`src/rtl/y_signature_collector.sv`:
```
// y_signature_collector
//   Compacts a programmed number of samples from the 47-bit y bus into a
//   single MISR signature so two DUT builds can be compared by one word.
//   Command side: start/num_samples in, busy/done out.
//   Sample side : y_valid/y_ready handshake.
//   Optional feature macro: YSIG_GOLDEN_CMP_EN adds golden_sig/mismatch,
//   a compare of the final signature against an expected value.
module y_signature_collector #(
  parameter int unsigned      DATA_W = 47,
  parameter int unsigned      SIG_W  = 48,
  parameter logic [SIG_W-1:0] POLY   = 48'h0000_0000_002D,
  parameter logic [SIG_W-1:0] SEED   = 48'h0000_0000_0000,
  parameter int unsigned      CNT_W  = 16
) (
  input  logic              clk,
  input  logic              rst_n,
  input  logic              start,
  input  logic [CNT_W-1:0]  num_samples,
  input  logic              y_valid,
  output logic              y_ready,
  input  logic [DATA_W-1:0] y,
  output logic              busy,
  output logic              done,
  output logic [SIG_W-1:0]  sig,
  output logic [CNT_W-1:0]  sample_cnt
`ifdef YSIG_GOLDEN_CMP_EN
  ,
  input  logic [SIG_W-1:0]  golden_sig,
  output logic              mismatch
`endif
);

  typedef enum logic [1:0] {
    ST_IDLE = 2'd0,
    ST_RUN  = 2'd1,
    ST_DONE = 2'd2
  } state_e;

  // One MISR step: shift left, fold the outgoing MSB back through POLY,
  // then XOR in the zero-extended sample.
  function automatic logic [SIG_W-1:0] misr_step(
    input logic [SIG_W-1:0]  cur,
    input logic [DATA_W-1:0] din
  );
    logic [SIG_W-1:0] shifted;
    logic [SIG_W-1:0] feedback;
    logic [SIG_W-1:0] din_ext;
    shifted = {cur[SIG_W-2:0], 1'b0};
    if (cur[SIG_W-1]) begin
      feedback = POLY;
    end else begin
      feedback = {SIG_W{1'b0}};
    end
    din_ext              = {SIG_W{1'b0}};
    din_ext[DATA_W-1:0]  = din;
    return shifted ^ feedback ^ din_ext;
  endfunction

  state_e             state_q,  state_d;
  logic [SIG_W-1:0]   sig_q,    sig_d;
  logic [CNT_W-1:0]   cnt_q,    cnt_d;
  logic [CNT_W-1:0]   target_q, target_d;
  logic               busy_q,   busy_d;
  logic               done_q,   done_d;

  logic               accept_s;
  logic               last_s;
  logic [CNT_W-1:0]   cnt_inc_s;
  logic               start_acc_s;
  logic               finish_s;

  // Sample handshake decode: a sample is taken only while running.
  always_comb begin
    accept_s  = 1'b0;
    cnt_inc_s = cnt_q + {{(CNT_W-1){1'b0}}, 1'b1};
    last_s    = 1'b0;
    if (state_q == ST_RUN) begin
      accept_s = y_valid;
      last_s   = (cnt_inc_s == target_q);
    end else begin
      accept_s = 1'b0;
      last_s   = 1'b0;
    end
  end

  // Next-state and registered-output computation for the run controller.
  always_comb begin
    state_d     = state_q;
    sig_d       = sig_q;
    cnt_d       = cnt_q;
    target_d    = target_q;
    busy_d      = busy_q;
    done_d      = done_q;
    start_acc_s = 1'b0;
    finish_s    = 1'b0;
    case (state_q)
      ST_IDLE, ST_DONE: begin
        if (start) begin
          start_acc_s = 1'b1;
          sig_d       = SEED;
          cnt_d       = {CNT_W{1'b0}};
          target_d    = num_samples;
          done_d      = 1'b0;
          if (num_samples == {CNT_W{1'b0}}) begin
            // Empty run: signature is just the seed.
            state_d  = ST_DONE;
            busy_d   = 1'b0;
            done_d   = 1'b1;
            finish_s = 1'b1;
          end else begin
            state_d = ST_RUN;
            busy_d  = 1'b1;
          end
        end else begin
          state_d = state_q;
        end
      end
      ST_RUN: begin
        // start is deliberately ignored here, including on the final accept.
        if (accept_s) begin
          sig_d = misr_step(sig_q, y);
          if (cnt_q != target_q) begin
            cnt_d = cnt_inc_s;
          end else begin
            cnt_d = cnt_q;
          end
          if (last_s) begin
            state_d  = ST_DONE;
            busy_d   = 1'b0;
            done_d   = 1'b1;
            finish_s = 1'b1;
          end else begin
            state_d = ST_RUN;
          end
        end else begin
          state_d = ST_RUN;
        end
      end
      default: begin
        state_d = ST_IDLE;
        sig_d   = SEED;
        cnt_d   = {CNT_W{1'b0}};
        busy_d  = 1'b0;
        done_d  = 1'b0;
      end
    endcase
  end

  // Run controller registers with synchronous active-low reset.
  always_ff @(posedge clk) begin
    if (!rst_n) begin
      state_q  <= ST_IDLE;
      sig_q    <= SEED;
      cnt_q    <= {CNT_W{1'b0}};
      target_q <= {CNT_W{1'b0}};
      busy_q   <= 1'b0;
      done_q   <= 1'b0;
    end else begin
      state_q  <= state_d;
      sig_q    <= sig_d;
      cnt_q    <= cnt_d;
      target_q <= target_d;
      busy_q   <= busy_d;
      done_q   <= done_d;
    end
  end

  assign y_ready    = (state_q == ST_RUN);
  assign busy       = busy_q;
  assign done       = done_q;
  assign sig        = sig_q;
  assign sample_cnt = cnt_q;

`ifdef YSIG_GOLDEN_CMP_EN
  logic mismatch_q, mismatch_d;

  // Golden compare: evaluated against the final signature on entry to DONE.
  always_comb begin
    mismatch_d = mismatch_q;
    if (finish_s) begin
      mismatch_d = (sig_d != golden_sig);
    end else if (start_acc_s) begin
      mismatch_d = 1'b0;
    end else begin
      mismatch_d = mismatch_q;
    end
  end

  // Golden compare result register.
  always_ff @(posedge clk) begin
    if (!rst_n) begin
      mismatch_q <= 1'b0;
    end else begin
      mismatch_q <= mismatch_d;
    end
  end

  assign mismatch = mismatch_q;
`endif

endmodule

```
`config.mk`:
```
export PLATFORM = sky130hd
export DESIGN_NAME = y_signature_collector
export DESIGN_NICKNAME = d
export VERILOG_FILES = /design/src/rtl/y_signature_collector.sv
export SDC_FILE = /design/constraint.sdc
export NUM_CORES = 1
export LEC_CHECK = 0
export CORE_MARGIN = 4
export CORE_UTILIZATION = 30
export CTS_BUF_LIST = sky130_fd_sc_hd__clkbuf_4 sky130_fd_sc_hd__clkbuf_8
export DETAILED_ROUTE_END_ITERATION = 7
export MAX_ROUTING_LAYER = met4
export SETUP_SLACK_MARGIN = 0.05
export SLEW_MARGIN = 20
export SYNTH_ARGS = -nofsm -noshare
export SYNTH_HDL_FRONTEND = slang
export SYNTH_SLANG_ARGS = --single-unit
```
`constraint.sdc`:
```
create_clock -name clk -period 5.1 [get_ports clk]
set_clock_uncertainty 0.05 [all_clocks]
set_input_delay 1.02 -clock clk [delete_from_list [all_inputs] [get_ports clk]]
set_output_delay 1.02 -clock clk [all_outputs]
set_load 0.005 [all_outputs]
```
# == Word level (Yosys, flattened, before mapping) ==
# Cells that the tools add are included.
# Widths: inputs -> output; s select.
# totals
ff_bits,84
n_memories,0
inputBits,67
romBits,0
output_inout_bits,67
latchBits,0
ramBits,0
word_cells,51
# classes
addsub,1
n_mul,0
eq_ne,8
n_div,0
n_bitwise,2
mux,27
shift,0
reduce_logical,7
magnitude_cmp,0
# op_table
cell,count
$mux 48,4
$pmux 48 s2,1
$mux 16,3
$xor 48x47->48,1
$xor 48x48->48,1
$pmux 16 s2,1
$add 16x1->16 const B,1
$eq 16x16->1,1
$logic_not 16->1,1
$ne 16x16->1,1
$mux 1,10
$mux 2,4
$mux 6,1
$ne 2x1->1 const B,3
$reduce_and 3->1,2
$pmux 1 s2,2
$pmux 2 s2,1
$reduce_and 2->1,2
$eq 2x1->1 const B,1
$eq 2x2->1 const B,1
$logic_not 2->1,1
$ne 2x2->1 const B,1
$reduce_or 2->1,1

# == Depth between registers and ports, before layout ==
# Gate-level depths: netlist of run 1.
# logic_depth
ltp_word,8
depth_mapped,9
depth_no_buf,7

# == Worst setup path after synthesis of run 1 ==
# No wires, ideal clock.
# synth_timing
kind,input to register
from,input port start
to,register sig_q[0] (netlist: sig[0])
arrival_ns,2.275
required_time_ns,4.985
slack_ns,2.710
path_buffers,4
path_stages,8
setup_ns,0.065
cell_sequence,nor2b_1 > clkbuf_1 > nor2b_1 > clkbuf_1 > buf_2 > buf_1 > a21oi_1 > nor2_1
# synth_via
elab_chain_cells,2
# synth_rtl
item,line_no,source
start: declaration,17,"input logic start,"
$ne 2x2->1 (no line),-,
$reduce_and 2->1 (no line),-,
end signal: assignment,160,sig_q <= sig_d;
end: declaration,60,"logic [SIG_W-1:0] sig_q, sig_d;"
# No other way between the ends.
# A chain may end at the register's enable or synchronous reset.

# == Final worst setup path of run 1 ==
# layout_timing
from,register state_q[1]
to,output port y_ready
# layout_via
elab_chain_cells,1
# layout_rtl
item,line_no,source
start: declaration,59,"state_e state_q, state_d;"
start signal: assignment,159,state_q <= state_d;
$eq 2x1->1,-,
end: declaration,20,"output logic y_ready,"
# No other way between the ends.

==> metrics, run 1 <==
Setup crit end=y_ready; die area=16400 um2; register area share after synthesis=38.8%; area occupied by multi-input gates=between 2000 and 2500 um2; number of synthesized flops with an enable pin=0; Max clock buf depth=2; post-synthesis cell type count=53; min cycle time layout=between 3 and 4 ns; Post-Syn Area=roughly 4300 um2; CORE AREA=approximately 14000 um2; Int Pwr=about 1.1 mW; fin. max-slew vios=0; Die Span Y=128 um; Slew Limit Headroom=37.6%; H-Tree Depth=3; max cap viols=0; commonest non-fill, non-tap cell in the layout=clkdlybuf4s50_1; Total Routing Usage GR=roughly 16%; Antenna Cells=0; # fillers=around 1400; Post-DP HPWL=around 9300 um; most frequent cells in the layout=clkdlybuf4s50_1, dfxtp_1, nor2_1; port bufs=around 130; first-pass GRT wire length=between 20000 and 25000 um; final worst-path cycle share=about two thirds; Avg Vias per Cell=5.14; cell row count=between 40 and 50; DRT Wirelength=around 13000 um; Post-CTS Resized=0; Setup Viol. Count Final=0; Num CTS Buffers=9; die width=~130 um; hold_buf cts=0; cells after synthesis=507; fraction of layout cells with a size suffix above 1=6.92%; outcome=finished clean; sequential share of power=46.2%; largest net degree at the start of global routing=72; Switching Share=between 20% and 30%; PD cells=between 200 and 300 nW/um2; I/O pin count=between 100 and 150; Most used DFF post-synth=dfxtp_1; Leakage=between 2 and 2.5 nW; vias post-DR=slightly above 4000; Routed WL per cell=roughly 16 um; worst path required time=between 4 and 5 ns; pre-CTS setup slack=1.84 ns; clock latency on the worst-skew pair=between 0.3 and 0.4 ns; Synthesized Nets=roughly 580; Max Clk Rate=around 300 MHz; Layout Nets=about 680; # Post-CTS Setup Buffers=0; Register Area=around 1700 um2; Clock power frac=a little over a third; Root Driver=clkbuf_8; Remaining DRCs=0; setup TNS=0 ns; worst slew pin tran=between 0.9 and 1 ns; RD Place Congestion=0.882; Reg-to-Reg End=busy; kind of critical path=reg2out; arrival time at the worst endpoint=~2.3 ns; CP max FO=20; worst r2r src=sample_cnt[0]; Reg2Reg Depth=7; unrepaired setup endpoints after global routing=no; Synth Register Bits=84; synthesized area per cell=8.56 um2; Worst-path clk slew=roughly 0.08 ns; asr flop ratio synth=0%; final hold vios=0; Peak VDD IR=0.124 mV; total congestion overflow=0; Pre-Repair DR Iteration Count=6; Hold/Removal Path Class=reg2reg; Sink Count=between 80 and 90; NetSw=just over 400 uW; Syn-to-layout area delta=37.6%; Ys Warns=0; CTS tree=done; Critical Path Source=state_q[1]; placed cell area=roughly 5700 um2; finished layout cell area=5970 um2; Comb power frac=18.9%; Antenna Violating Nets Remaining=0; flop2flop setup slack=approximately 2.3 ns; Starting Density=a little under a third; CP startpoint kind=flip-flop; PnR worst setup slack=roughly 1.8 ns; Crit. End Element=output port; vias in the first global route=4187; initial antenna violation count=0; initial drt markers=284
[synthesized netlist by cell type, types with 3 or more instances]
cell	count	share of area [%]
inv_1	6	0.52
a311oi_1	14	2.8
nand4_1	4	0.58
nor3_1	21	2.4
nor4_2	3	0.87
nor2_1	54	4.7
nor4_1	5	0.72
xnor2_1	36	7.3
buf_6	4	1.0
o21ai_0	15	1.7
clkbuf_1	26	2.2
a22oi_1	31	5.4
nand2_1	50	4.3
a21oi_2	7	1.4
a21oi_1	37	4.3
o31ai_1	5	0.87
dfxtp_1	84	39
a31oi_1	5	0.72
and4_1	5	1.0
a211oi_1	3	0.52
nand3_1	7	0.81
a41oi_1	5	1.0
buf_2	5	0.58
xor2_1	38	7.7
[flip-flops by register name, summed over array words and instances, names as in the netlist]
signal,cells
state_q,2
target_q,16
busy,1
sig,48
sample_cnt,16
done,1
[worst min-delay path by stage]
| stage | from | to | slack [ns] | cells after the start |
|---|---|---|---|---|
| 2_1_floorplan | target_q[11] | target_q[11] | 0.40 | 2 |
| 3_3_place_gp | target_q[8] | target_q[8] | 0.42 | 2 |
| 3_5_place_dp | target_q[8] | target_q[8] | 0.42 | 2 |
| 4_1_cts | target_q[8] | target_q[8] | 0.43 | 2 |
| 5_1_grt | target_q[10] | target_q[10] | 0.45 | 2 |
| 6_report | target_q[8] | target_q[8] | 0.43 | 2 |
[per-layer routing]
metal  GRT usage (%)  wire (um)
met2            24.7       5880
met5               -          0
met3            5.79       1070
met4            5.49        190
met1            20.1       5770
[power groups by stage]
stage,clock network [mW],registers (mW),logic (mW)
2_1_floorplan,0,0.717,0.165
3_3_place_gp,0,0.723,0.287
3_5_place_dp,0,0.723,0.290
4_1_cts,0.553,0.708,0.292
5_1_grt,0.579,0.712,0.317
6_report,0.534,0.707,0.289
[metrics by stage]
stage,hold slack (ns),util (%),cells,total power [mW]
final,0.428,42.5,801,1.53
after global routing,0.452,42.5,801,1.61
after CTS,0.427,42.5,801,1.55
after detailed placement,0.416,40.9,785,1.01
after global placement,0.418,40.9,785,1.01
after floorplan,0.398,-,507,0.882
[worst max-delay path: stages (launching register included)]
cell and delay (ns):
dfxtp_1 0.36, nand2b_1 0.69, clkinv_1 0.15, buf_4 0.25, clkdlybuf4s50_1 0.47
[kinds of logic (layout without fill, tap and decap cells)]
family,count (synthesis),count (layout),synth area share (%)
AOI/OAI and AO/OA,131,131,20.4
xor gates and xnor gates,76,76,16.0
adders and majority gates,1,1,0.288
buffers and inverters,47,161,5.05
DFF,84,84,38.8
muxes,2,2,0.462
and+or+nand+nor,166,166,19.1
[final cells by class]
| cell class | count | share of cell area [%] |
|---|---|---|
| Sequential cell | 84 | 28.2 |
| Multi-Input combinational cell | 376 | 41.0 |
| Inverter | 7 | 0.440 |
| Tap cell | 180 | 3.77 |
| Clock inverter | 4 | 1.24 |
| Clock buffer | 12 | 2.45 |
| Timing Repair Buffer | 138 | 22.9 |
Note: power is estimated with default switching activity, not from simulation.
==> inputs of run 2 (changes only) <==
- clock period: 5.1 -> 2.8 ns (I/O delays scaled with it)
==> run 2 against run 1 <==
Effect of this change: clock power up 74%; flip-flop and latch count unchanged; combinational power grew 87%; critical path depth up 3; largest cell class unchanged.
==> metrics, run 2 (synthesized netlist as in run 1, its figures left out) <==
Setup Viol. Count Final=0 (unchanged); Pre-Repair DR Iteration Count=5 (-1); Max Clk Rate=approximately 390 MHz; Avg Vias per Cell=5.18 (+0.72%); Hold/Removal Path Class=reg2reg; CP startpoint kind=flip-flop; worst path required time=3.00 ns (-1.03 ns); kind of critical path=reg2reg; DRT Wirelength=13000 um (+1.0%); die area=16400 um2 (unchanged); Num CTS Buffers=9 (unchanged); max cap viols=0 (unchanged); Top Layer Used=met4; Total Routing Usage GR=16.7% (+0.36 points); PD cells=457 nW/um2 (+78%); vias post-DR=4189 (+1.7%); routed wl met2=5800 um (-1.4%); arrival time at the worst endpoint=2.74 ns (+0.47 ns); met1 WL=5750 um (-0.31%); min cycle time layout=between 2 and 3 ns; max reg flops=48 (unchanged); fraction of layout cells with a size suffix above 1=8.11% (+1.2 points); initial antenna violation count=0 (unchanged); vias in the first global route=4167 (-0.48%); CP max FO=9 (-55%); commonest non-fill, non-tap cell in the layout=clkdlybuf4s50_1; CTS tree=done; I/O pin count=134 (unchanged); die width=128 um (unchanged); Layout Nets=692 (+1.2%); Antenna Cells=0 (unchanged); most frequent cells in the layout=clkdlybuf4s50_1, dfxtp_1, nor2_1; final worst-path cycle share=about nine tenths; Die Span Y=128 um (unchanged); Worst-path clk slew=0.09 ns (about the same); outcome=finished clean; setup TNS=0 ns (unchanged); Sink Count=84 (unchanged); cell row count=43 (unchanged); Remaining DRCs=0 (unchanged); RD Place Congestion=0.957 (+8.5%); placed cell area=5830 um2 (+1.5%); finished layout cell area=6040 um2 (+1.2%); CORE AREA=14000 um2 (unchanged); port bufs=133 (unchanged); worst slew pin tran=0.533 ns (-0.401 ns); met3 WL=1220 um (+13%); unrepaired setup endpoints after global routing=no; Peak VDD IR=0.178 mV (+43%); first-pass GRT wire length=21300 um (+1.8%); initial drt markers=194 (-32%); largest net degree at the start of global routing=43 (-40%); total congestion overflow=0 (unchanged); Leakage=2.12 nW (+1.7%); final hold vios=0 (unchanged); Antenna Violating Nets Remaining=0 (unchanged); fin. max-slew vios=0 (unchanged); Routed WL per cell=16.1 um (about the same); Starting Density=30.9% (unchanged); Root Driver=clkbuf_8; hold_buf cts=0 (unchanged); Crit. End Element=flip-flop; Max clock buf depth=2 (unchanged); # Post-CTS Setup Buffers=0 (unchanged); H-Tree Depth=3 (unchanged); clock latency on the worst-skew pair=0.36 ns (about the same); Syn-to-layout area delta=39.3%; Slew Limit Headroom=64.4% (+27 points); Post-DP HPWL=9540 um (+2.5%); Post-CTS Resized=0 (unchanged)
==> run 2: cell types whose count changed in the layout (fill, tap and decap cells not counted), sizes merged <==
cell	change
inv	+2
clkinv	-1
clkinvlp	+2
clkbuf	-2
bufinv	-1
buf	+8
==> run 2: area by class of cell <==
cell class / count / area, um2
Clock inverter: 6 / 71.3
Timing Repair Buffer: 146 / 1450
Tap cell: 180 / 225
Clock buffer: 10 / 138
Sequential cell: 84 / 1680
Inverter: 7 / 26.3
Multi-Input combinational cell: 376 / 2440
Fill cell: 1387 / 8000
==> run 2: power by group <==
part,switching (mW),internal (mW)
Clock,0.484,0.445
Combinational,0.270,0.271
Sequential,0.0488,1.24
Total,0.803,1.96
==> run 2: metal layers <==
layer | GRT usage [%] | vias to the layer above
li1 | - | 2027
met1 | 20.6 | 1978
met2 | 24.9 | 167
met3 | 6.46 | 17
met4 | 5.62 | 0
met5 | - | -
==> run 2: critical path, cell delays in order (launching register included) <==
cell,delay [ns]
dfxtp_1,0.54
ha_1,0.39
nand3_2,0.18
nor3_1,0.34
o211ai_1,0.15
nor4b_2,0.48
o22ai_1,0.13
o21bai_1,0.18
==> run 2: stage by stage <==
step	power, mW	setup slack (ns)	instances	utilization, %	hold slack [ns]
CTS	2.81	0.287	809	43.0	0.428
finish	2.76	0.259	809	43.0	0.425
floorplan	1.61	0.693	507	-	0.398
global placement	1.85	0.386	793	41.5	0.417
detailed placement	1.86	0.318	793	41.5	0.415
global route	2.91	0.0658	809	43.0	0.462
==> run 2: path summary, 6_finish.rpt <==
path / start / slack, ns / cells after the start / endpoint
min reg2reg: target_q[9] / 0.43 / 2 / target_q[9]
min: target_q[9] / 0.43 / 2 / target_q[9]
max reg2reg: sample_cnt[0] / 0.26 / 7 / busy
max: sample_cnt[0] / 0.26 / 7 / busy
